$ cat src/rtl/reg_master_pkg.sv
// ---------------------------------------------------------------------------
// reg_master_pkg
// Shared definitions for the register-bus initiator and its neighbours:
//   - REG_DATA_WIDTH : register data width (tracks `CPCI_NF2_DATA_WIDTH)
//   - TIMEOUT_DATA   : read-data pattern returned for abandoned accesses;
//                      the unused-address responders return the same value
//   - state_t        : initiator FSM encoding
// ---------------------------------------------------------------------------
`ifndef CPCI_NF2_DATA_WIDTH
`define CPCI_NF2_DATA_WIDTH 32
`endif

package reg_master_pkg;

    localparam int REG_DATA_WIDTH = `CPCI_NF2_DATA_WIDTH;

    localparam logic [31:0] TIMEOUT_DATA = 32'hDEAD_BEEF;

    typedef enum logic [1:0] {
        ST_IDLE = 2'd0,
        ST_REQ  = 2'd1,
        ST_RESP = 2'd2
    } state_t;

endpackage

$ cat src/rtl/reg_master_if.sv
// ---------------------------------------------------------------------------
// reg_master_if
// Bundles the three buses around the register initiator:
//   command port  : cmd_valid/cmd_ready, cmd_rd_wr_L, cmd_addr, cmd_wr_data
//   response port : rsp_valid/rsp_ready, rsp_data, rsp_timeout
//   register bus  : reg_req/reg_ack, reg_rd_wr_L, reg_addr, reg_wr_data,
//                   rd_data_in
// modport master : the initiator's view (reg_master)
// modport slave  : the environment's view (host bridge + register slaves)
// ---------------------------------------------------------------------------
interface reg_master_if #(
    parameter int REG_ADDR_WIDTH = 5,
    parameter int DATA_WIDTH     = reg_master_pkg::REG_DATA_WIDTH
) ();

    logic                      cmd_valid;
    logic                      cmd_ready;
    logic                      cmd_rd_wr_L;
    logic [REG_ADDR_WIDTH-1:0] cmd_addr;
    logic [DATA_WIDTH-1:0]     cmd_wr_data;

    logic                      rsp_valid;
    logic                      rsp_ready;
    logic [DATA_WIDTH-1:0]     rsp_data;
    logic                      rsp_timeout;

    logic                      reg_req;
    logic                      reg_ack;
    logic                      reg_rd_wr_L;
    logic [REG_ADDR_WIDTH-1:0] reg_addr;
    logic [DATA_WIDTH-1:0]     reg_wr_data;
    logic [DATA_WIDTH-1:0]     rd_data_in;

    modport master (
        input  cmd_valid, cmd_rd_wr_L, cmd_addr, cmd_wr_data,
        output cmd_ready,
        output rsp_valid, rsp_data, rsp_timeout,
        input  rsp_ready,
        output reg_req, reg_rd_wr_L, reg_addr, reg_wr_data,
        input  reg_ack, rd_data_in
    );

    modport slave (
        output cmd_valid, cmd_rd_wr_L, cmd_addr, cmd_wr_data,
        input  cmd_ready,
        input  rsp_valid, rsp_data, rsp_timeout,
        output rsp_ready,
        input  reg_req, reg_rd_wr_L, reg_addr, reg_wr_data,
        output reg_ack, rd_data_in
    );

endinterface

$ cat src/rtl/reg_timeout_ctr.sv
// ---------------------------------------------------------------------------
// reg_timeout_ctr
// Clearable up-counter with a terminal-count flag.
//   clk, reset : clock, asynchronous active-low reset
//   clr        : synchronous clear to zero (has priority over en)
//   en         : count up by one
//   tc         : high while the count equals TERMINAL
// ---------------------------------------------------------------------------
module reg_timeout_ctr #(
    parameter int WIDTH    = 8,
    parameter int TERMINAL = 254
) (
    input  logic clk,
    input  logic reset,
    input  logic clr,
    input  logic en,
    output logic tc
);

    logic [WIDTH-1:0] count_reg;

    always_ff @(posedge clk or negedge reset) begin
        if (!reset) begin
            count_reg <= '0;
        end else if (clr) begin
            count_reg <= '0;
        end else if (en) begin
            count_reg <= count_reg + 1'b1;
        end
    end

    assign tc = (count_reg == WIDTH'(TERMINAL));

endmodule

$ cat src/rtl/reg_master.sv
// ---------------------------------------------------------------------------
// reg_master
// Single-outstanding register-bus initiator. Takes one read/write command
// from the host port, drives reg_req until reg_ack or a timeout, and returns
// read data (0 for writes, TIMEOUT_DATA on timeout) on the response port.
//   clk, reset    : clock, asynchronous active-low reset
//   bus           : reg_master_if.master (command, response, register bus)
//   timeout_count : saturating count of accesses abandoned by timeout
// ---------------------------------------------------------------------------
module reg_master
    import reg_master_pkg::*;
#(
    parameter int REG_ADDR_WIDTH = 5,
    parameter int DATA_WIDTH     = REG_DATA_WIDTH,
    parameter int TIMEOUT_CYCLES = 255,
    parameter int TO_CNT_WIDTH   = 8
) (
    input  logic                clk,
    input  logic                reset,
    reg_master_if.master        bus,
    output logic [15:0]         timeout_count
);

    state_t state_reg, state_next;

    logic                      reg_rd_wr_L_reg;
    logic [REG_ADDR_WIDTH-1:0] reg_addr_reg;
    logic [DATA_WIDTH-1:0]     reg_wr_data_reg;
    logic [DATA_WIDTH-1:0]     rsp_data_reg;
    logic                      rsp_timeout_reg;
    logic [15:0]               timeout_count_reg;

    logic cmd_ready_c, reg_req_c, rsp_valid_c;
    logic to_tc;
    logic cmd_fire, ack_take, to_fire, rsp_fire;

    // Ack has priority over the terminal count in the same cycle.
    assign cmd_fire = (state_reg == ST_IDLE) && bus.cmd_valid;
    assign ack_take = (state_reg == ST_REQ)  && bus.reg_ack;
    assign to_fire  = (state_reg == ST_REQ)  && !bus.reg_ack && to_tc;
    assign rsp_fire = (state_reg == ST_RESP) && bus.rsp_ready;

    // Counter sits at zero throughout IDLE, so it starts each access from 0;
    // it stops at the terminal value rather than wrapping.
    reg_timeout_ctr #(
        .WIDTH    (TO_CNT_WIDTH),
        .TERMINAL (TIMEOUT_CYCLES - 1)
    ) u_timeout_ctr (
        .clk   (clk),
        .reset (reset),
        .clr   (state_reg == ST_IDLE),
        .en    ((state_reg == ST_REQ) && !bus.reg_ack && !to_tc),
        .tc    (to_tc)
    );

    // State register
    always_ff @(posedge clk or negedge reset) begin
        if (!reset) begin
            state_reg <= ST_IDLE;
        end else begin
            state_reg <= state_next;
        end
    end

    // Next-state logic
    always_comb begin
        state_next = state_reg;
        case (state_reg)
            ST_IDLE: if (cmd_fire)             state_next = ST_REQ;
            ST_REQ:  if (ack_take || to_fire)  state_next = ST_RESP;
            ST_RESP: if (rsp_fire)             state_next = ST_IDLE;
            default:                           state_next = ST_IDLE;
        endcase
    end

    // Outputs decoded from state. Because reg_req and rsp_valid come straight
    // from the state register they fall as soon as reset is asserted;
    // cmd_ready is additionally gated by reset so it stays low during reset.
    always_comb begin
        cmd_ready_c = 1'b0;
        reg_req_c   = 1'b0;
        rsp_valid_c = 1'b0;
        case (state_reg)
            ST_IDLE: cmd_ready_c = reset;
            ST_REQ:  reg_req_c   = 1'b1;
            ST_RESP: rsp_valid_c = 1'b1;
            default: ;
        endcase
    end

    // Datapath: command capture, response capture, timeout statistics
    always_ff @(posedge clk or negedge reset) begin
        if (!reset) begin
            reg_rd_wr_L_reg   <= 1'b1;
            reg_addr_reg      <= '0;
            reg_wr_data_reg   <= '0;
            rsp_data_reg      <= '0;
            rsp_timeout_reg   <= 1'b0;
            timeout_count_reg <= '0;
        end else begin
            if (cmd_fire) begin
                reg_rd_wr_L_reg <= bus.cmd_rd_wr_L;
                reg_addr_reg    <= bus.cmd_addr;
                reg_wr_data_reg <= bus.cmd_wr_data;
            end
            if (ack_take) begin
                rsp_data_reg    <= reg_rd_wr_L_reg ? bus.rd_data_in : '0;
                rsp_timeout_reg <= 1'b0;
            end else if (to_fire) begin
                rsp_data_reg    <= DATA_WIDTH'(TIMEOUT_DATA);
                rsp_timeout_reg <= 1'b1;
                if (timeout_count_reg != 16'hFFFF) begin
                    timeout_count_reg <= timeout_count_reg + 16'd1;
                end
            end
            if (rsp_fire) begin
                rsp_timeout_reg <= 1'b0;
            end
        end
    end

    assign bus.cmd_ready   = cmd_ready_c;
    assign bus.reg_req     = reg_req_c;
    assign bus.rsp_valid   = rsp_valid_c;
    assign bus.rsp_data    = rsp_data_reg;
    assign bus.rsp_timeout = rsp_timeout_reg;
    assign bus.reg_rd_wr_L = reg_rd_wr_L_reg;
    assign bus.reg_addr    = reg_addr_reg;
    assign bus.reg_wr_data = reg_wr_data_reg;
    assign timeout_count   = timeout_count_reg;

endmodule
$ cat src/flat_wrapper.sv
// flat-port wrapper written by rule: the top's interface ports become plain ports
module reg_master_flat import reg_master_pkg::*;
#(
    parameter int REG_ADDR_WIDTH = 5,
    parameter int DATA_WIDTH     = REG_DATA_WIDTH,
    parameter int TIMEOUT_CYCLES = 255,
    parameter int TO_CNT_WIDTH   = 8
)
  (clk, reset, timeout_count, bus_cmd_valid, bus_cmd_rd_wr_L, bus_cmd_addr, bus_cmd_wr_data, bus_cmd_ready, bus_rsp_valid, bus_rsp_data, bus_rsp_timeout, bus_rsp_ready, bus_reg_req, bus_reg_rd_wr_L, bus_reg_addr, bus_reg_wr_data, bus_reg_ack, bus_rd_data_in);
  reg_master_if #(.REG_ADDR_WIDTH(REG_ADDR_WIDTH), .DATA_WIDTH(DATA_WIDTH)) bus_i ();
  input  logic clk;
  input  logic reset;
  output logic [15:0] timeout_count;
  input wire logic [$bits(bus_i.cmd_valid)-1:0] bus_cmd_valid;
  input wire logic [$bits(bus_i.cmd_rd_wr_L)-1:0] bus_cmd_rd_wr_L;
  input wire logic [$bits(bus_i.cmd_addr)-1:0] bus_cmd_addr;
  input wire logic [$bits(bus_i.cmd_wr_data)-1:0] bus_cmd_wr_data;
  output wire logic [$bits(bus_i.cmd_ready)-1:0] bus_cmd_ready;
  output wire logic [$bits(bus_i.rsp_valid)-1:0] bus_rsp_valid;
  output wire logic [$bits(bus_i.rsp_data)-1:0] bus_rsp_data;
  output wire logic [$bits(bus_i.rsp_timeout)-1:0] bus_rsp_timeout;
  input wire logic [$bits(bus_i.rsp_ready)-1:0] bus_rsp_ready;
  output wire logic [$bits(bus_i.reg_req)-1:0] bus_reg_req;
  output wire logic [$bits(bus_i.reg_rd_wr_L)-1:0] bus_reg_rd_wr_L;
  output wire logic [$bits(bus_i.reg_addr)-1:0] bus_reg_addr;
  output wire logic [$bits(bus_i.reg_wr_data)-1:0] bus_reg_wr_data;
  input wire logic [$bits(bus_i.reg_ack)-1:0] bus_reg_ack;
  input wire logic [$bits(bus_i.rd_data_in)-1:0] bus_rd_data_in;
  assign bus_i.cmd_valid = bus_cmd_valid;
  assign bus_i.cmd_rd_wr_L = bus_cmd_rd_wr_L;
  assign bus_i.cmd_addr = bus_cmd_addr;
  assign bus_i.cmd_wr_data = bus_cmd_wr_data;
  assign bus_cmd_ready = bus_i.cmd_ready;
  assign bus_rsp_valid = bus_i.rsp_valid;
  assign bus_rsp_data = bus_i.rsp_data;
  assign bus_rsp_timeout = bus_i.rsp_timeout;
  assign bus_i.rsp_ready = bus_rsp_ready;
  assign bus_reg_req = bus_i.reg_req;
  assign bus_reg_rd_wr_L = bus_i.reg_rd_wr_L;
  assign bus_reg_addr = bus_i.reg_addr;
  assign bus_reg_wr_data = bus_i.reg_wr_data;
  assign bus_i.reg_ack = bus_reg_ack;
  assign bus_i.rd_data_in = bus_rd_data_in;
  reg_master #(.REG_ADDR_WIDTH(REG_ADDR_WIDTH), .DATA_WIDTH(DATA_WIDTH), .TIMEOUT_CYCLES(TIMEOUT_CYCLES), .TO_CNT_WIDTH(TO_CNT_WIDTH)) u_core (.clk(clk), .reset(reset), .bus(bus_i), .timeout_count(timeout_count));
endmodule
$ cat config.mk
export PLATFORM = sky130hd
export DESIGN_NAME = reg_master_flat
export DESIGN_NICKNAME = d
export VERILOG_FILES = /design/src/rtl/reg_master_pkg.sv /design/src/rtl/reg_master_if.sv /design/src/rtl/reg_timeout_ctr.sv /design/src/rtl/reg_master.sv /design/src/flat_wrapper.sv
export SDC_FILE = /design/constraint.sdc
export NUM_CORES = 1
export LEC_CHECK = 0
export CAP_MARGIN = 10
export CORE_ASPECT_RATIO = 2
export CORE_MARGIN = 2
export CORE_UTILIZATION = 45
export CTS_BUF_LIST = sky130_fd_sc_hd__clkbuf_4
export DETAILED_ROUTE_END_ITERATION = 6
export PLACE_DENSITY = 0.92
export SLEW_MARGIN = 20
export SYNTH_ARGS = -nofsm -noshare
export SYNTH_HDL_FRONTEND = slang
export SYNTH_HIERARCHICAL = 1
export SYNTH_SLANG_ARGS = --single-unit
$ cat constraint.sdc
create_clock -name clk -period 2.6 [get_ports clk]
set_input_delay 0.26 -clock clk [delete_from_list [all_inputs] [get_ports clk]]
set_output_delay 0.26 -clock clk [all_outputs]
set_load 0.02 [all_outputs]
Word level (Yosys, flattened, before mapping)
Index checks and enable logic that the tools add are counted.
{"block": "totals", "ff_bits": 97, "latch_bits": 0, "ram_bits": 0, "romBits": 0, "in_bits": 75, "output_inout_bits": 90, "elab_cells": 48, "mem_count": 0}
{"block": "classes", "n_addsub": 2, "mul": 0, "n_div": 0, "order_cmp": 0, "n_eq_ne": 7, "shift": 0, "muxes": 15, "n_bitwise": 1, "n_reduce_logical": 15}
{"op": "two-way mux 32 bit", "n": 3}
{"op": "adder 16 x 1 -> 16 bit, second input constant", "n": 1}
{"op": "two-way mux 8 bit", "n": 2}
{"op": "inequality test 16 bit, second input constant", "n": 1}
{"op": "adder 8 x 1 -> 8 bit, second input constant", "n": 1}
{"op": "== test 8 bit, second input constant", "n": 1}
{"op": "logical AND 1 bit", "n": 6}
{"op": "two-way mux 1 bit", "n": 6}
{"op": "two-way mux 2 bit", "n": 3}
{"op": "case mux 2 bit (3 select lines)", "n": 1}
{"op": "AND reduction 3 bit", "n": 2}
{"op": "inequality test 2 x 1 -> 1 bit, second input constant", "n": 2}
{"op": "nonzero test 2 bit", "n": 2}
{"op": "nonzero test 3 bit", "n": 1}
{"op": "== test 2 x 1 -> 1 bit, second input constant", "n": 1}
{"op": "== test 2 bit, second input constant", "n": 1}
{"op": "logical NOT 1 bit", "n": 2}
{"op": "logical NOT 2 bit", "n": 1}
{"op": "inequality test 2 bit, second input constant", "n": 1}
{"op": "logical OR 1 bit", "n": 1}
{"op": "inverter 1 bit", "n": 1}

Depth between registers and ports, before layout
{"block": "depth", "ltp_word": 6, "mapped_depth": 9, "ltp_nobuf": 8}

Modules after synthesis
The synthesis kept the hierarchy.
{"mod": "reg_master", "n_inst": 1, "cells_per_inst": 297, "area_each_um2": 3711.1, "seq_area_each_um2": 2228.4}
{"mod": "reg_timeout_ctr", "n_inst": 1, "cells_per_inst": 41, "area_each_um2": 410.4, "seq_area_each_um2": 200.2}

Worst setup path after synthesis
No wires, ideal clock.
{"block": "synth_path", "kind": "flip-flop to flip-flop", "from": "register u_core.u_timeout_ctr.count_reg[0]", "to": "register u_core.timeout_count_reg[15] (netlist: u_core/timeout_count[15])", "setup_ns": 0.128, "arrival_time_ns": 1.830, "required_time_ns": 2.472, "slack_ns": 0.643, "stages_incl_launch_ff": 10, "n_path_buf": 1, "period_less_slack_ns": 1.957, "cell_sequence": "dfrtp_1 inv_1 ha_1 nand3_1 nor2_1 and4bb_1 buf_4 nand3_4 nor4_2 mux2_1"}
{"block": "synth_via", "elab_chain_cells": 3}
{"item": "start, declared", "line_no": "reg_timeout_ctr.sv:20", "source": "logic [WIDTH-1:0] count_reg;"}
{"item": "start signal, assigned", "line_no": "reg_timeout_ctr.sv:28", "source": "count_reg <= count_reg + 1'b1;"}
{"item": "== test 8 bit", "line_no": "reg_timeout_ctr.sv:32", "source": "assign tc = (count_reg == WIDTH'(TERMINAL));"}
{"item": "net u_core.to_tc", "line_no": "reg_master.sv:34", "source": "logic to_tc;"}
{"item": "logical AND 1 bit", "line_no": "reg_master.sv:40", "source": "assign to_fire = (state_reg == ST_REQ) && !bus.reg_ack && to_tc;"}
{"item": "AND reduction 3 bit (no line)"}
{"item": "end signal, assigned", "line_no": "reg_master.sv:113", "source": "timeout_count_reg <= timeout_count_reg + 16'd1;"}
{"item": "end, declared", "line_no": "reg_master.sv:31", "source": "logic [15:0] timeout_count_reg;"}
The timed path passes the listed nets, and every way through them passes these cells.
A chain may end at the register's enable or synchronous reset.

Worst setup path after layout
{"block": "layout_path", "from": "register u_core.u_timeout_ctr.count_reg[0]", "to": "register u_core.timeout_count_reg[14] (netlist: u_core/timeout_count[14])"}
Same word-level chain as after synthesis.

==> metrics.yaml <==
synthesis:
  synth_seq_cells: 97
  ys_seq_area_frac: 0.589
  netlist_area_um2: 4120
  synth_nets: 416
  syn-instance-count: 338
  yosys.area.top_type: "dfrtp_1"
  netlist.area_leader.share: 0.583
  yosys-top-cells-area: "dfrtp_1 (58%), mux2_2 (11%), nor3_1 (3.8%)"
  synth_cell_types: 42
  yosysWarnings: 6
  synth_area_per_cell_um2: 12.2
clock_network:
  clkTransAtPathRegs_ns: 0.15
  htree_levels: 3
  clock_latency_ns: 0.46
  cts_tree: "yes"
  clockRootBuffer: "clkbuf_4"
  cts_sinks: 97
  clock_path_buffers: 2
  numCtsBuffers: 9
worst_setup_path:
  cp_max_fo: 8
  startpoint: "u_core/u_timeout_ctr/count_reg[0]"
  arrival_ns: 2.60
  worst-setup-path-type: "reg2reg"
  reg2reg_from: "u_core/u_timeout_ctr/count_reg[0]"
  ff2ff_path_depth: 8
  end_kind: "flop"
  startpoint_type: "flop"
  cp.required_ns: 2.95
global_routing:
  grt_util_met1: 0.239
  grt_pass1_wl_um: 17100
  grt_use_met2: 0.389
  use_met3: 0.0492
  antenna_found_initial: 0
  grt_pass1_vias: 3527
  grt_use_total: 0.219
  grt_max_degree: 85
  grt_busiest_layer: "met2"
  grt-ovfl-total: 0
outcome:
  status: "finished, final reports clean"
cells_and_area:
  num_antenna_cells: 0
  final_cell_area_um2: 6040
  area_delta_synth_final_pct: 46.7
  final_layout_size_suffix_gt1_frac: 0.154
  nFillCells: 692
  num-nets-final: 579
placement:
  pre_cts_ws_ns: 0.391
  globalplace.congestion: 0.813
  dp.final_hpwl_um: 7780
  placed_area_um2: 5840
  io_buffers: 164
power_and_ir_drop:
  p_comb_frac: 0.484
  swShare: 0.366
  p_switching_mw: 2.42
  clockPowerShare: 0.153
  p_per_area_nw_per_um2: 1090
  power_mw: 6.61
  internal_power_mw: 4.19
  p_leak_nw: 2.57
  ir_drop_v: 0.000899
  sequentialPowerShare: 0.363
floorplan:
  start_util: 0.460
  die_x_um: 71.7
  fp.coreArea_um2: 8950
  dieArea_um2: 9990
  io_pins: 165
  chipHeight_um: 139
  num_rows: 49
sta:
  hold_viol: 0
  max_slew_margin: 0.420
  final_max_slew_viol_count: 0
  worst_pin_slew_ns: 0.868
  min_period_ns: 2.25
  clock.fmax_mhz: 444
  rsz0062_at_grt: "false"
  setup_viol: 0
  setup_tns_ns: 0
  skew_ns: 0.0245
  worst_slack_ns: 0.349
  fin_crit_sh: 0.866
routing:
  drt_iter0_markers: 202
  first_pass_iters: 4
  detail-route-antenna-nets: 0
  wirelength_um: 10500
  route.detailed.drc: 0
  via_count: 3287
  vias_per_cell: 5.41
  wire_per_inst_um: 17.3
run:
  drv_cap: 0
hold_path:
  hold_class: "in2async"
==> critical path, stage by stage, from the launching register on <==
cell and delay [ns]:
dfrtp_1 0.48, inv_1 0.09, ha_1 0.14, nand3_1 0.07
nor2_1 0.17, nand4bb_1 0.40, nor4_4 0.48, a31oi_1 0.13
a41oi_1 0.21
==> final timing paths <==
kind,end,slack (ns)
worst min-delay path,u_core/timeout_count[6],0.19
min in group clk,u_core/bus.rsp_data[16],0.40
max in group asynchronous,u_core/bus.rsp_data[31],1.41
worst max-delay path,u_core/timeout_count[14],0.35
worst min register to register,u_core/bus.rsp_data[24],0.51
worst max register to register,u_core/timeout_count[14],0.35
==> cells in the final DEF, fill, tap and decap left out, types with 2 or more instances in the layout <==
cell	count
nor3_1	31
xor2_1	14
nor4_2	2
nand3_1	7
inv_1	3
clkbuf_4	9
nand2_1	9
or3_1	3
inv_6	2
and2_1	2
ha_1	3
nor3b_1	2
dfrtp_1	96
nor4_4	2
nand4_4	2
a32o_1	8
clkdlybuf4s50_1	163
buf_4	8
nor2_1	32
and4_1	2
nand4_1	5
mux2_2	39
bufinv_16	3
o21ai_0	5
nor2_2	2
nor2b_1	2
a21oi_1	29
==> through the flow <==
step	util	hold WS [ns]	instances
CTS	0.675	0.172	608
global route	0.675	0.196	608
floorplan	-	-0.0356	338
finish	0.675	0.194	608
detailed placement	0.652	0.126	591
global placement	0.652	0.119	591
==> layout make-up <==
type	count	area, um2	share of cell area
clock inverters	7	124	0.0205
inverters	3	11.3	0.00186
clock buffers	9	67.6	0.0112
multi-input cells	217	1570	0.260
well taps	102	128	0.0211
repair buffers	173	1710	0.283
flip-flops and latches	97	2430	0.402
==> metal layers <==
metal | share of wire | up-vias
met2 | 0.55 | 136
met5 | 0 | -
li1 | - | 1530
met1 | 0.36 | 1599
met4 | 0.027 | 0
met3 | 0.066 | 22
==> power groups by stage <==
| stage | clock, mW | combinational [mW] | sequential [mW] |
|---|---|---|---|
| 4_1_cts | 1.04 | 3.23 | 2.41 |
| 3_3_place_gp | 0 | 3.14 | 2.40 |
| 5_1_grt | 1.10 | 3.40 | 2.47 |
| 2_1_floorplan | 0 | 1.02 | 3.07 |
| 3_5_place_dp | 0 | 3.22 | 2.44 |
| 6_report | 1.01 | 3.19 | 2.40 |
==> synthesized netlist by cell type <==
master and number:
nand3_4 1, buf_2 7, and4bb_1 1, nor3b_1 2, or2_2 1, xor2_1 14, mux2_4 1, ha_1 3
inv_1 3, nand4_1 5, o21a_1 1, a41oi_1 1, dfstp_2 1, nand3_1 7, nor4_1 1, and2_1 3
nand4bb_1 1, nor2_1 32, nor2b_1 2, nor3_1 31, mux2_1 1, a31oi_1 1, and4_1 2, xnor2_1 1
buf_6 1, a211oi_1 1, mux2_2 39, nor2_2 2, nor4_4 2, a21oi_1 29, nor4_2 2, and3_1 1
clkbuf_1 9, buf_4 4, a32o_1 8, nand2_1 9, nand3_2 1, or3_1 3, nand2b_1 1, o21ai_0 5
dfrtp_1 96, nand4_4 2
==> logic make-up (layout without fill, tap and decap cells) <==
kind of cell,Yosys count,after routing,share of synthesized area
AOI/OAI and AO/OA,46,46,0.0680
xor gates and xnor gates,15,15,0.0319
adders and majority gates,3,3,0.00911
buffers and inverters,24,192,0.0294
DFF,97,97,0.589
muxes,41,41,0.113
and+or+nand+nor,112,112,0.159
==> timing repair <==
action / 4_1_cts / 5_1_grt
endpoints found under the setup margin: 0 / 0
hold endpoints to repair: 13 / 0
gates resized for setup: 0 / 0
hold buffers: 1 / 0
setup buffers: 0 / 0
Note: power is estimated with default switching activity, not from simulation.
